## config.mk

```make
export PLATFORM = sky130hd
export DESIGN_NAME = act_stream_packer
export DESIGN_NICKNAME = d
export VERILOG_FILES = /design/src/rtl/act_stream_packer.sv
export SDC_FILE = /design/constraint.sdc
export NUM_CORES = 1
export LEC_CHECK = 0
export BUFFER_PORTS_ARGS = -buffer_cell sky130_fd_sc_hd__buf_2
export CAP_MARGIN = 15
export CELL_PAD_IN_SITES_DETAIL_PLACEMENT = 0
export CELL_PAD_IN_SITES_GLOBAL_PLACEMENT = 1
export CORE_MARGIN = 4
export CORE_UTILIZATION = 42
export DETAILED_ROUTE_END_ITERATION = 10
export GPL_TIMING_DRIVEN = 0
export PLACE_DENSITY_LB_ADDON = 0.1
export REMOVE_ABC_BUFFERS = 1
export SLEW_MARGIN = 0
export SYNTH_ARGS = -nofsm -noshare
export SYNTH_HDL_FRONTEND = slang
export SYNTH_SLANG_ARGS = --single-unit
export TNS_END_PERCENT = 50
```

## constraint.sdc

```tcl
create_clock -name clk -period 2.5 [get_ports clk]
set_input_delay 0.5 -clock clk [delete_from_list [all_inputs] [get_ports clk]]
set_output_delay 0.5 -clock clk [all_outputs]
set_load 0.1 [all_outputs]
```

## src/rtl/act_stream_packer.sv

```systemverilog
// Streams 4-bit samples from a read-only memory and packs each run of 2*M1
// samples into a pair of zero-extended activation vectors behind a valid/ready register.
module act_stream_packer #(
  parameter int K1 = 8,
  parameter int M1 = 11,
  parameter int SW = 4,
  parameter int AW = 13
) (
  input  logic             clk,
  input  logic             rstn,
  input  logic             start,
  input  logic [AW-1:0]    base_addr,
  input  logic [15:0]      num_pairs,
  output logic             mem_rd_en,
  output logic [AW-1:0]    mem_addr,
  input  logic [SW-1:0]    mem_rdata,
  output logic [M1*K1-1:0] activation0a,
  output logic [M1*K1-1:0] activation1a,
  output logic             out_valid,
  input  logic             out_ready,
  output logic             busy,
  output logic             done
);

  localparam int NL = 2 * M1;
  localparam int CW = $clog2(NL + 1);

  typedef enum logic [1:0] {S_IDLE, S_FETCH, S_HOLD, S_FINISH} state_t;

  state_t state_q, state_d;

  logic [AW-1:0]          addr_q, addr_d;
  logic [CW-1:0]          rd_cnt_q, rd_cnt_d;
  logic [CW-1:0]          ridx_q;
  logic                   rvld_q;
  logic [15:0]            left_q, left_d;
  logic [NL-1:0][K1-1:0]  lane_w;
  logic [NL-1:0][K1-1:0]  out_q;
  logic                   out_vld_q, busy_q, done_q;

  logic rd_en, mv, more, last_arr, out_free, st_go;

  assign st_go    = (state_q == S_IDLE) && start;
  assign out_free = !out_vld_q || out_ready;
  assign last_arr = (state_q == S_FETCH) && rvld_q && (ridx_q == CW'(NL - 1));
  assign mv       = (last_arr || (state_q == S_HOLD)) && out_free;
  assign more     = (left_q != 16'd1);

  // Assembly buffer: sample j lands in combined lane NL-1-j, so the upper M1
  // lanes form activation0a and the lower M1 lanes activation1a. The lane view
  // bypasses the arriving sample so the final one can move out without a bubble.
  for (genvar l = 0; l < NL; l++) begin : g_lane
    logic          wr;
    logic [SW-1:0] smp_q;
    assign wr = rvld_q && (ridx_q == CW'(NL - 1 - l));
    always_ff @(posedge clk or negedge rstn) begin
      if (!rstn)   smp_q <= '0;
      else if (wr) smp_q <= mem_rdata;
    end
    assign lane_w[l] = K1'(wr ? mem_rdata : smp_q);
  end

  // FSM state register
  always_ff @(posedge clk or negedge rstn) begin
    if (!rstn) state_q <= S_IDLE;
    else       state_q <= state_d;
  end

  // FSM next state
  always_comb begin
    state_d = state_q;
    case (state_q)
      S_IDLE:   if (start) state_d = (num_pairs == 16'd0) ? S_FINISH : S_FETCH;
      S_FETCH: begin
        if (last_arr && !out_free)
          state_d = S_HOLD;
        else if ((left_q == 16'd0) && out_vld_q && out_ready)
          state_d = S_FINISH;
      end
      S_HOLD:   if (out_free) state_d = S_FETCH;
      S_FINISH: state_d = S_IDLE;
      default:  state_d = S_IDLE;
    endcase
  end

  // FSM outputs: the move cycle also issues the first read of the next pair
  always_comb begin
    rd_en = ((state_q == S_FETCH) && (rd_cnt_q < CW'(NL))) || (mv && more);
  end

  always_comb begin
    addr_d   = addr_q;
    rd_cnt_d = rd_cnt_q;
    left_d   = left_q;
    if (st_go) begin
      addr_d   = base_addr;
      rd_cnt_d = '0;
      left_d   = num_pairs;
    end else begin
      if (rd_en) addr_d = addr_q + AW'(1);
      if (mv) begin
        left_d = left_q - 16'd1;
        if (more) rd_cnt_d = CW'(1);
      end else if (rd_en) begin
        rd_cnt_d = rd_cnt_q + CW'(1);
      end
    end
  end

  always_ff @(posedge clk or negedge rstn) begin
    if (!rstn) begin
      addr_q    <= '0;
      rd_cnt_q  <= '0;
      left_q    <= '0;
      ridx_q    <= '0;
      rvld_q    <= 1'b0;
      out_q     <= '0;
      out_vld_q <= 1'b0;
      busy_q    <= 1'b0;
      done_q    <= 1'b0;
    end else begin
      addr_q   <= addr_d;
      rd_cnt_q <= rd_cnt_d;
      left_q   <= left_d;
      ridx_q   <= mv ? '0 : rd_cnt_q;
      rvld_q   <= rd_en;
      if (mv) out_q <= lane_w;
      if (mv)             out_vld_q <= 1'b1;
      else if (out_ready) out_vld_q <= 1'b0;
      if (st_go)                      busy_q <= 1'b1;
      else if (state_q == S_FINISH)   busy_q <= 1'b0;
      done_q <= (state_q == S_FINISH);
    end
  end

  assign mem_rd_en    = rd_en;
  assign mem_addr     = addr_q;
  assign activation0a = out_q[NL-1:M1];
  assign activation1a = out_q[M1-1:0];
  assign out_valid    = out_vld_q;
  assign busy         = busy_q;
  assign done         = done_q;

endmodule

```

# Yosys cells after proc, flatten, opt, wreduce, memory -nomap -nowiden
# Cells that the tools add are included.
# totals
register_bits,309
latchBits,0
ramBits,0
romBits,0
in_bits,37
memories,0
# classes
add_sub_neg,3
mul,0
div_mod_pow,0
order_cmp,1
n_eq_ne,29
n_shift,0
muxes,41
bitwise,0
n_reduce_logical,47
# op_table
cell,count
4-bit 2-to-1 mux,22
5-bit by 4-bit == test with 1-bit output (second input constant),8
16-bit zero test,2
16-bit 2-to-1 mux,2
1-bit logical AND,31
5-bit == test (second input constant),6
13-bit 2-to-1 mux,2
5-bit 2-to-1 mux,5
5-bit by 3-bit == test with 1-bit output (second input constant),4
16-bit by 1-bit inequality test with 1-bit output (second input constant),1
16-bit by 1-bit subtractor with 16-bit output (second input constant),1
13-bit by 1-bit adder with 13-bit output (second input constant),1
5-bit by 2-bit == test with 1-bit output (second input constant),2
2-bit 2-to-1 mux,5
2-bit case mux with 4 select lines,1
2-bit nonzero test,4
5-bit by 1-bit adder with 5-bit output (second input constant),1
5-bit by 1-bit == test with 1-bit output (second input constant),1
5-bit zero test,1
5-bit less-than comparator (second input constant),1
2-bit == test (second input constant),2
1-bit 2-to-1 mux,4
2-bit inequality test (second input constant),2
1-bit logical OR,3
8 further kinds,9

# Longest topological paths before layout
# Gate-level depths: netlist of the first run.
# logic_depth
ltp_word,10
ltp_mapped,9

# Worst setup path before layout of the first run
# No wires, ideal clock.
# synth_timing
kind,register -> output
start,register out_vld_q (netlist: out_valid)
end,output mem_rd_en
t_arrival_ns,2.262
path_slack_ns,-0.262
stages_incl_launch_ff,6
cell_sequence,dfrtp_1 > nor2b_1 > a311oi_4 > buf_6 > nor2_2 > inv_1
# synth_via
elab_chain_len,5
# synth_rtl
item,line,rtl
from (decl),39,"logic out_vld_q, busy_q, done_q;"
from (signal assigned),118,out_vld_q <= 1'b0;
from (signal assigned),128,if (mv) out_vld_q <= 1'b1;
from (signal assigned),129,else if (out_ready) out_vld_q <= 1'b0;
1-bit zero test,44,assign out_free = !out_vld_q || out_ready;
1-bit logical OR,44,
1-bit logical AND,46,assign mv = (last_arr || (state_q == S_HOLD)) && out_free;
1-bit logical AND,88,rd_en = ((state_q == S_FETCH) && (rd_cnt_q < CW'(NL))) || (mv && more);
1-bit logical OR,88,
to (decl),14,"output logic mem_rd_en,"
# No other way between the ends.

# Worst setup path in the final report of the first run
# layout_timing
start,register left_q[10]
end,output mem_rd_en
# layout_via
elab_chain_len,3
# layout_rtl
item,line,rtl
from (decl),36,"logic [15:0] left_q, left_d;"
from (signal assigned),124,left_q <= left_d;
16-bit by 1-bit inequality test with 1-bit output,47,assign more = (left_q != 16'd1);
1-bit logical AND,88,
1-bit logical OR,88,
# No other way between the ends.

==> flow_summary.json, run 1 <==
{
  "viasPerCell": 4.720,
  "avgSynthCellArea_sq_um": 10.50,
  "maxCapViolCount": 0,
  "dp_slack_ns": -0.4836,
  "reg2reg_depth": 7,
  "seq_area_frac_synth_pct": 56.33,
  "route.detailed.wl_per_inst_um": 15.75,
  "rrSetupSlack_ns": 0.05,
  "drt_iter0_markers": 293,
  "place_congestion": 0.7505,
  "fin_crit_sh_pct": 107.5,
  "dr_wl_met2_um": 10360,
  "synth_top_area_share_pct": 56.33,
  "synth-async-reset-ratio_pct": 100.0,
  "wl_met1_um": 10370,
  "fp.dieW_um": 160.9,
  "grt_usage_pct": 16.81,
  "yosysWarnings": 0,
  "drive_above_1_share_pct": 29.32,
  "synthMuxAreaShare_pct": 10.55,
  "violations": "negative setup slack",
  "slew-limit-headroom_pct": 40.98,
  "die_area_sq_mm": 0.02589,
  "critPathMaxFanout": 2,
  "placed_cell_area_sq_mm": 0.01058,
  "nets": 1128,
  "grt_antenna_before_repair": 1,
  "outcome": "finished, violations left",
  "holdPathStages": 3,
  "synth_top_area_cell": "dfrtp_1",
  "fmax_mhz": 372.0,
  "worstSetupPathType": "reg -> out",
  "cp_num_buf_inv": 3,
  "area_growth_pct": 19.12,
  "portBuffers": 141,
  "initial_core_util_pct": 42.97,
  "top_level_ports": 230,
  "cpMaxStageDelayCell": "or3_4",
  "hold-path-endpoint": "mem_addr[1]",
  "final_common_cell": "nand2_1",
  "path_cells": "or3_4 > nor4b_4 > buf_4 > a311oi_4 > nor2_2 > inv_2 > buf_12",
  "synth-simple-area-share_pct": 17.08,
  "min_period_ns": 2.688,
  "synthCells": 935,
  "final_cell_mix": "293 x nand2_1, 215 x dfrtp_1, 139 x buf_2",
  "crit_arrival_ns": 2.19,
  "vias": 6693,
  "diodes": 0,
  "tightest_slew_ns": 0.8773,
  "synth_edf_count": 0,
  "required_ns": 2.00,
  "routed.top_layer": "met5",
  "grt_max_degree": 99,
  "synth_compound_area_share_pct": 5.072,
  "synth-xor-area-share_pct": 1.517,
  "clk_pin_slew_worst_paths_ns": 0.06,
  "finalSetupViolCount": 1,
  "max_stage_delay_ns": 0.40,
  "totalWireLength_um": 22330,
  "start_kind": "flop",
  "grt_pass1_wl_um": 36060,
  "rr_endpoint": "rd_cnt_q[0]",
  "min_from": "base_addr[1]",
  "r2r-start": "ridx_q[0]",
  "numCtsBuffers": 25,
  "ys_top_cells_by_area": "dfrtp_1 56%, nand2_1 11%, mux2_2 11%",
  "cts_buffer_depth": 3,
  "hpwl_um": 14370,
  "drcViolationCount": 0,
  "std_cell_rows": 55,
  "finalWorstSetupSlack_ns": -0.1879,
  "ys_types": 56,
  "synthFlopType": "dfrtp_1",
  "endpoint_kind": "primary output",
  "design_area_sq_mm": 0.01170,
  "die_y_um": 160.9,
  "htree_levels": 1,
  "netlist_area_sq_mm": 0.009818,
  "synthAdderAreaFrac_pct": 0.6372,
  "hold_violations": 0,
  "hp-class": "in -> reg",
  "instances_no_fill": 1418,
  "insertion_delay_ns": 0.52,
  "first_global_vias": 6705,
  "firstDrtPassIters": 4,
  "cts_root_buf": "clkbuf_16",
  "ys_ff_latch": 221,
  "rsz0062_at_grt": "yes",
  "dp.cells": 1353,
  "cpLargestDelayFamily": "simple AND/OR/NAND/NOR gates",
  "core_area_sq_mm": 0.02285,
  "synth_top_family_by_area": "simple AND/OR/NAND/NOR gates",
  "tritoncts": "yes",
  "skew_ns": 0.01458,
  "slew_viol_final": 0,
  "routed-wl-met3_um": 1100,
  "nFillCells": 2210,
  "clock_sinks": 221,
  "grt_overflow_total": 0,
  "ant_nets": 0
}
## tightest hold or removal path, stage by stage
cell and delay (ns):
buf_2 0.07, nand2_1 0.04, nand3_1 0.05
## how the worst max path moves through the flow
stage,cells after the start,endpoint,from
2_1_floorplan,5,left_q[6],out_valid
3_3_place_gp,6,left_q[6],ridx_q[3]
3_5_place_dp,6,mem_rd_en,ridx_q[3]
4_1_cts,6,mem_rd_en,left_q[9]
5_1_grt,7,mem_rd_en,left_q[3]
6_report,7,mem_rd_en,left_q[10]
## synth_stat cells, drive strengths merged, types with 2 or more instances
| cell type | number |
|---|---|
| ha | 5 |
| nand2b | 5 |
| mux2 | 92 |
| or3 | 5 |
| nor4 | 8 |
| o21ai | 29 |
| nor3b | 2 |
| a21oi | 18 |
| xor2 | 16 |
| dfrtp | 221 |
| buf | 106 |
| o2111ai | 5 |
| a221o | 4 |
| nand2 | 294 |
| nand4b | 2 |
| and3 | 7 |
| nor2 | 29 |
| nand4 | 5 |
| nor2b | 4 |
| clkbuf | 24 |
| inv | 5 |
| and2 | 8 |
| nand3b | 2 |
| nor3 | 7 |
| nand3 | 9 |
| o211ai | 4 |
| a21o | 2 |
## layer usage
metal | global-route usage, % | vias to the layer above
met2 | 26.77 | 172
met1 | 24.17 | 3259
li1 | - | 3222
met5 | 0 | -
met4 | 4.149 | 2
met3 | 2.823 | 38
## cell type report
| cell class | count | area, sq um | area share (%) |
|---|---|---|---|
| Tap cell | 313 | 391.6 | 3.349 |
| Multi-Input combinational cell | 666 | 3800 | 32.49 |
| Inverter | 5 | 18.77 | 0.1605 |
| Timing Repair Buffer | 167 | 1041 | 8.901 |
| Clock inverter | 13 | 210.2 | 1.797 |
| Clock buffer | 33 | 695.7 | 5.948 |
| Sequential cell | 221 | 5538 | 47.35 |
## state kept, by name, summed over array words and instances, names as in the netlist
signal,count
busy,1
done,1
activation1a,44
out_valid,1
rvld_q,1
ridx_q,5
activation0a,44
rd_cnt_q,5
left_q,16
g_lane.smp_q,88
state_q,2
mem_addr,13
## through the flow
| step | hold WS [ns] | setup TNS (ns) | util, % |
|---|---|---|---|
| 2_1_floorplan | 0.2044 | -226.74 | - |
| 3_3_place_gp | 0.4531 | -1182.18 | 45.51 |
| 3_5_place_dp | 0.4170 | -1.107 | 46.33 |
| 4_1_cts | 0.1731 | -0.2794 | 50.77 |
| 5_1_grt | 0.1823 | -0.3850 | 51.19 |
| 6_report | 0.1939 | -0.1879 | 51.19 |
## timing repair
| item | 4_1_cts | 5_1_grt |
|---|---|---|
| pin swaps | 8 | 6 |
| hold buffers | 1 | 0 |
| endpoints found under the hold margin | 45 | 0 |
| resized for setup | 15 | 6 |
| endpoints found under the setup margin | 6 | 4 |
| setup buffers | 7 | 11 |
## kinds of logic (layout without fill, tap and decap cells)
kind of cell | Yosys count | in the layout
buf+inv | 135 | 218
flops | 221 | 221
other cells | 1 | 88
xor+xnor | 17 | 17
fa+ha+maj | 5 | 5
simple gates | 392 | 392
compound gates | 72 | 72
mux | 92 | 92
Power of run 1 is not shown: default switching activity piles up to over one toggle a cycle in this logic, so the estimate is an artifact.
==> inputs of run 2 (changes only) <==
--- a/config.mk
+++ b/config.mk
@@ -5,12 +5,12 @@
 export SDC_FILE = /design/constraint.sdc
 export NUM_CORES = 1
 export LEC_CHECK = 0
-export BUFFER_PORTS_ARGS = -buffer_cell sky130_fd_sc_hd__buf_2
+export BUFFER_PORTS_ARGS = -buffer_cell sky130_fd_sc_hd__clkbuf_2
 export CAP_MARGIN = 15
 export CELL_PAD_IN_SITES_DETAIL_PLACEMENT = 0
 export CELL_PAD_IN_SITES_GLOBAL_PLACEMENT = 1
 export CORE_MARGIN = 4
-export CORE_UTILIZATION = 42
+export CORE_UTILIZATION = 40
 export DETAILED_ROUTE_END_ITERATION = 10
 export GPL_TIMING_DRIVEN = 0
 export PLACE_DENSITY_LB_ADDON = 0.1
==> flow_summary.json, run 2 (synthesis results as in run 1) <==
{
  "htree_levels": 1,
  "maxCapViolCount": 0,
  "place_congestion": 0.7107,
  "critPathMaxFanout": 3,
  "drive_above_1_share_pct": 28.40,
  "largest_reg_flops": 88,
  "first_global_vias": 6670,
  "final_common_cell": "nand2_1",
  "worstSetupPathType": "reg -> out",
  "clock_sinks": 221,
  "totalWireLength_um": 22170,
  "start_kind": "flop",
  "nets": 1122,
  "outcome": "finished, violations left",
  "fp.dieW_um": 164.7,
  "drcViolationCount": 0,
  "diodes": 0,
  "final_cell_mix": "293 x nand2_1, 215 x dfrtp_1, 139 x clkbuf_2",
  "grtUsageMet1_pct": 23.74,
  "top_level_ports": 230,
  "grt_pass1_wl_um": 35760,
  "cts_buffer_depth": 3,
  "required_ns": 2.00,
  "std_cell_rows": 57,
  "ant_nets": 0,
  "tightest_slew_ns": 0.8791,
  "drt_iter0_markers": 393,
  "core_area_sq_mm": 0.02425,
  "route.detailed.wl_per_inst_um": 15.62,
  "busiest_layer": "met2",
  "viasPerCell": 4.655,
  "grt_max_degree": 99,
  "grt_overflow_total": 0,
  "instances_no_fill": 1419,
  "slew_viol_final": 0,
  "min_period_ns": 2.750,
  "firstDrtPassIters": 4,
  "insertion_delay_ns": 0.50,
  "finalWorstSetupSlack_ns": -0.2501,
  "fin_tns_setup_ns": -0.2904,
  "numCtsBuffers": 25,
  "initial_core_util_pct": 40.49,
  "grt_usage_pct": 16.35,
  "area_growth_pct": 17.11,
  "hp-class": "in -> reg",
  "met3_usage_pct": 2.870,
  "dp_slack_ns": -0.4732,
  "fin_crit_sh_pct": 110.0,
  "die_y_um": 164.7,
  "violations": "negative setup slack",
  "die_area_sq_mm": 0.02712,
  "crit_arrival_ns": 2.25,
  "hpwl_um": 14410,
  "top_register": "g_lane.smp_q",
  "skew_ns": 0.009338,
  "met2_usage_pct": 26.05,
  "fmax_mhz": 363.6,
  "hold_violations": 0,
  "clk_pin_slew_worst_paths_ns": 0.06,
  "endpoint_kind": "primary output",
  "vias": 6606,
  "fin_util_pct": 47.42,
  "tritoncts": "yes",
  "dp.cells": 1363,
  "finalSetupViolCount": 2,
  "rsz0062_at_grt": "yes",
  "cts_root_buf": "clkbuf_16",
  "portBuffers": 141,
  "grt_antenna_before_repair": 0,
  "slew-limit-headroom_pct": 41.39
}
## run 2: final timing paths
| path | endpoint | slack [ns] | startpoint | cells past startpoint |
|---|---|---|---|---|
| worst max-delay path | mem_rd_en | -0.25 | left_q[9] | 7 |
| worst min-delay path | mem_addr[10] | 0.20 | base_addr[10] | 3 |
| worst max register to register | rd_cnt_q[0] | -0.04 | ridx_q[0] | 7 |
| worst min register to register | activation1a[35] | 0.47 | activation1a[35] | 2 |
| max in group asynchronous | state_q[0] | 1.04 | rstn | 3 |
| min in group asynchronous | activation0a[42] | 0.56 | rstn | 2 |
## run 2: critical path, stage by stage (launching register included)
cell,delay [ns]
dfrtp_1,0.39
or3_4,0.39
nor4b_4,0.25
buf_4,0.17
a311oi_4,0.11
nor2_2,0.15
inv_2,0.08
clkbuf_16,0.20
## run 2: repair_timing
action                                  CTS  global route
setup buffers                             5             8
hold buffers                              1             0
resized for setup                        12            12
endpoints found under the setup margin   10            11
endpoints found under the hold margin    16             0
pin swaps                                 4             9
## run 2: through the flow
stage	hold slack, ns	area (sq um)
3_5_place_dp	0.4611	10570
4_1_cts	0.1727	11400
6_report	0.1971	11500
2_1_floorplan	0.2044	9301
5_1_grt	0.1836	11500
3_3_place_gp	0.4573	10410
## run 2: metal layers
layer / wire length [um] / part of all wire, %
met1: 10620 / 48
met2: 10100 / 46
met3: 1197 / 5.4
met4: 257 / 1.2
met5: 0 / 0
## run 2: area by class of cell
| cell class | count | area [sq um] |
|---|---|---|
| inverters | 5 | 18.77 |
| well taps | 324 | 405.4 |
| fillers | 2351 | 12750 |
| flip-flops and latches | 221 | 5538 |
| clock inverters | 5 | 25.02 |
| multi-input cells | 666 | 3811 |
| repair buffers | 161 | 979.7 |
| clock buffers | 37 | 720.7 |
Power of run 2 is left out for the same reason.
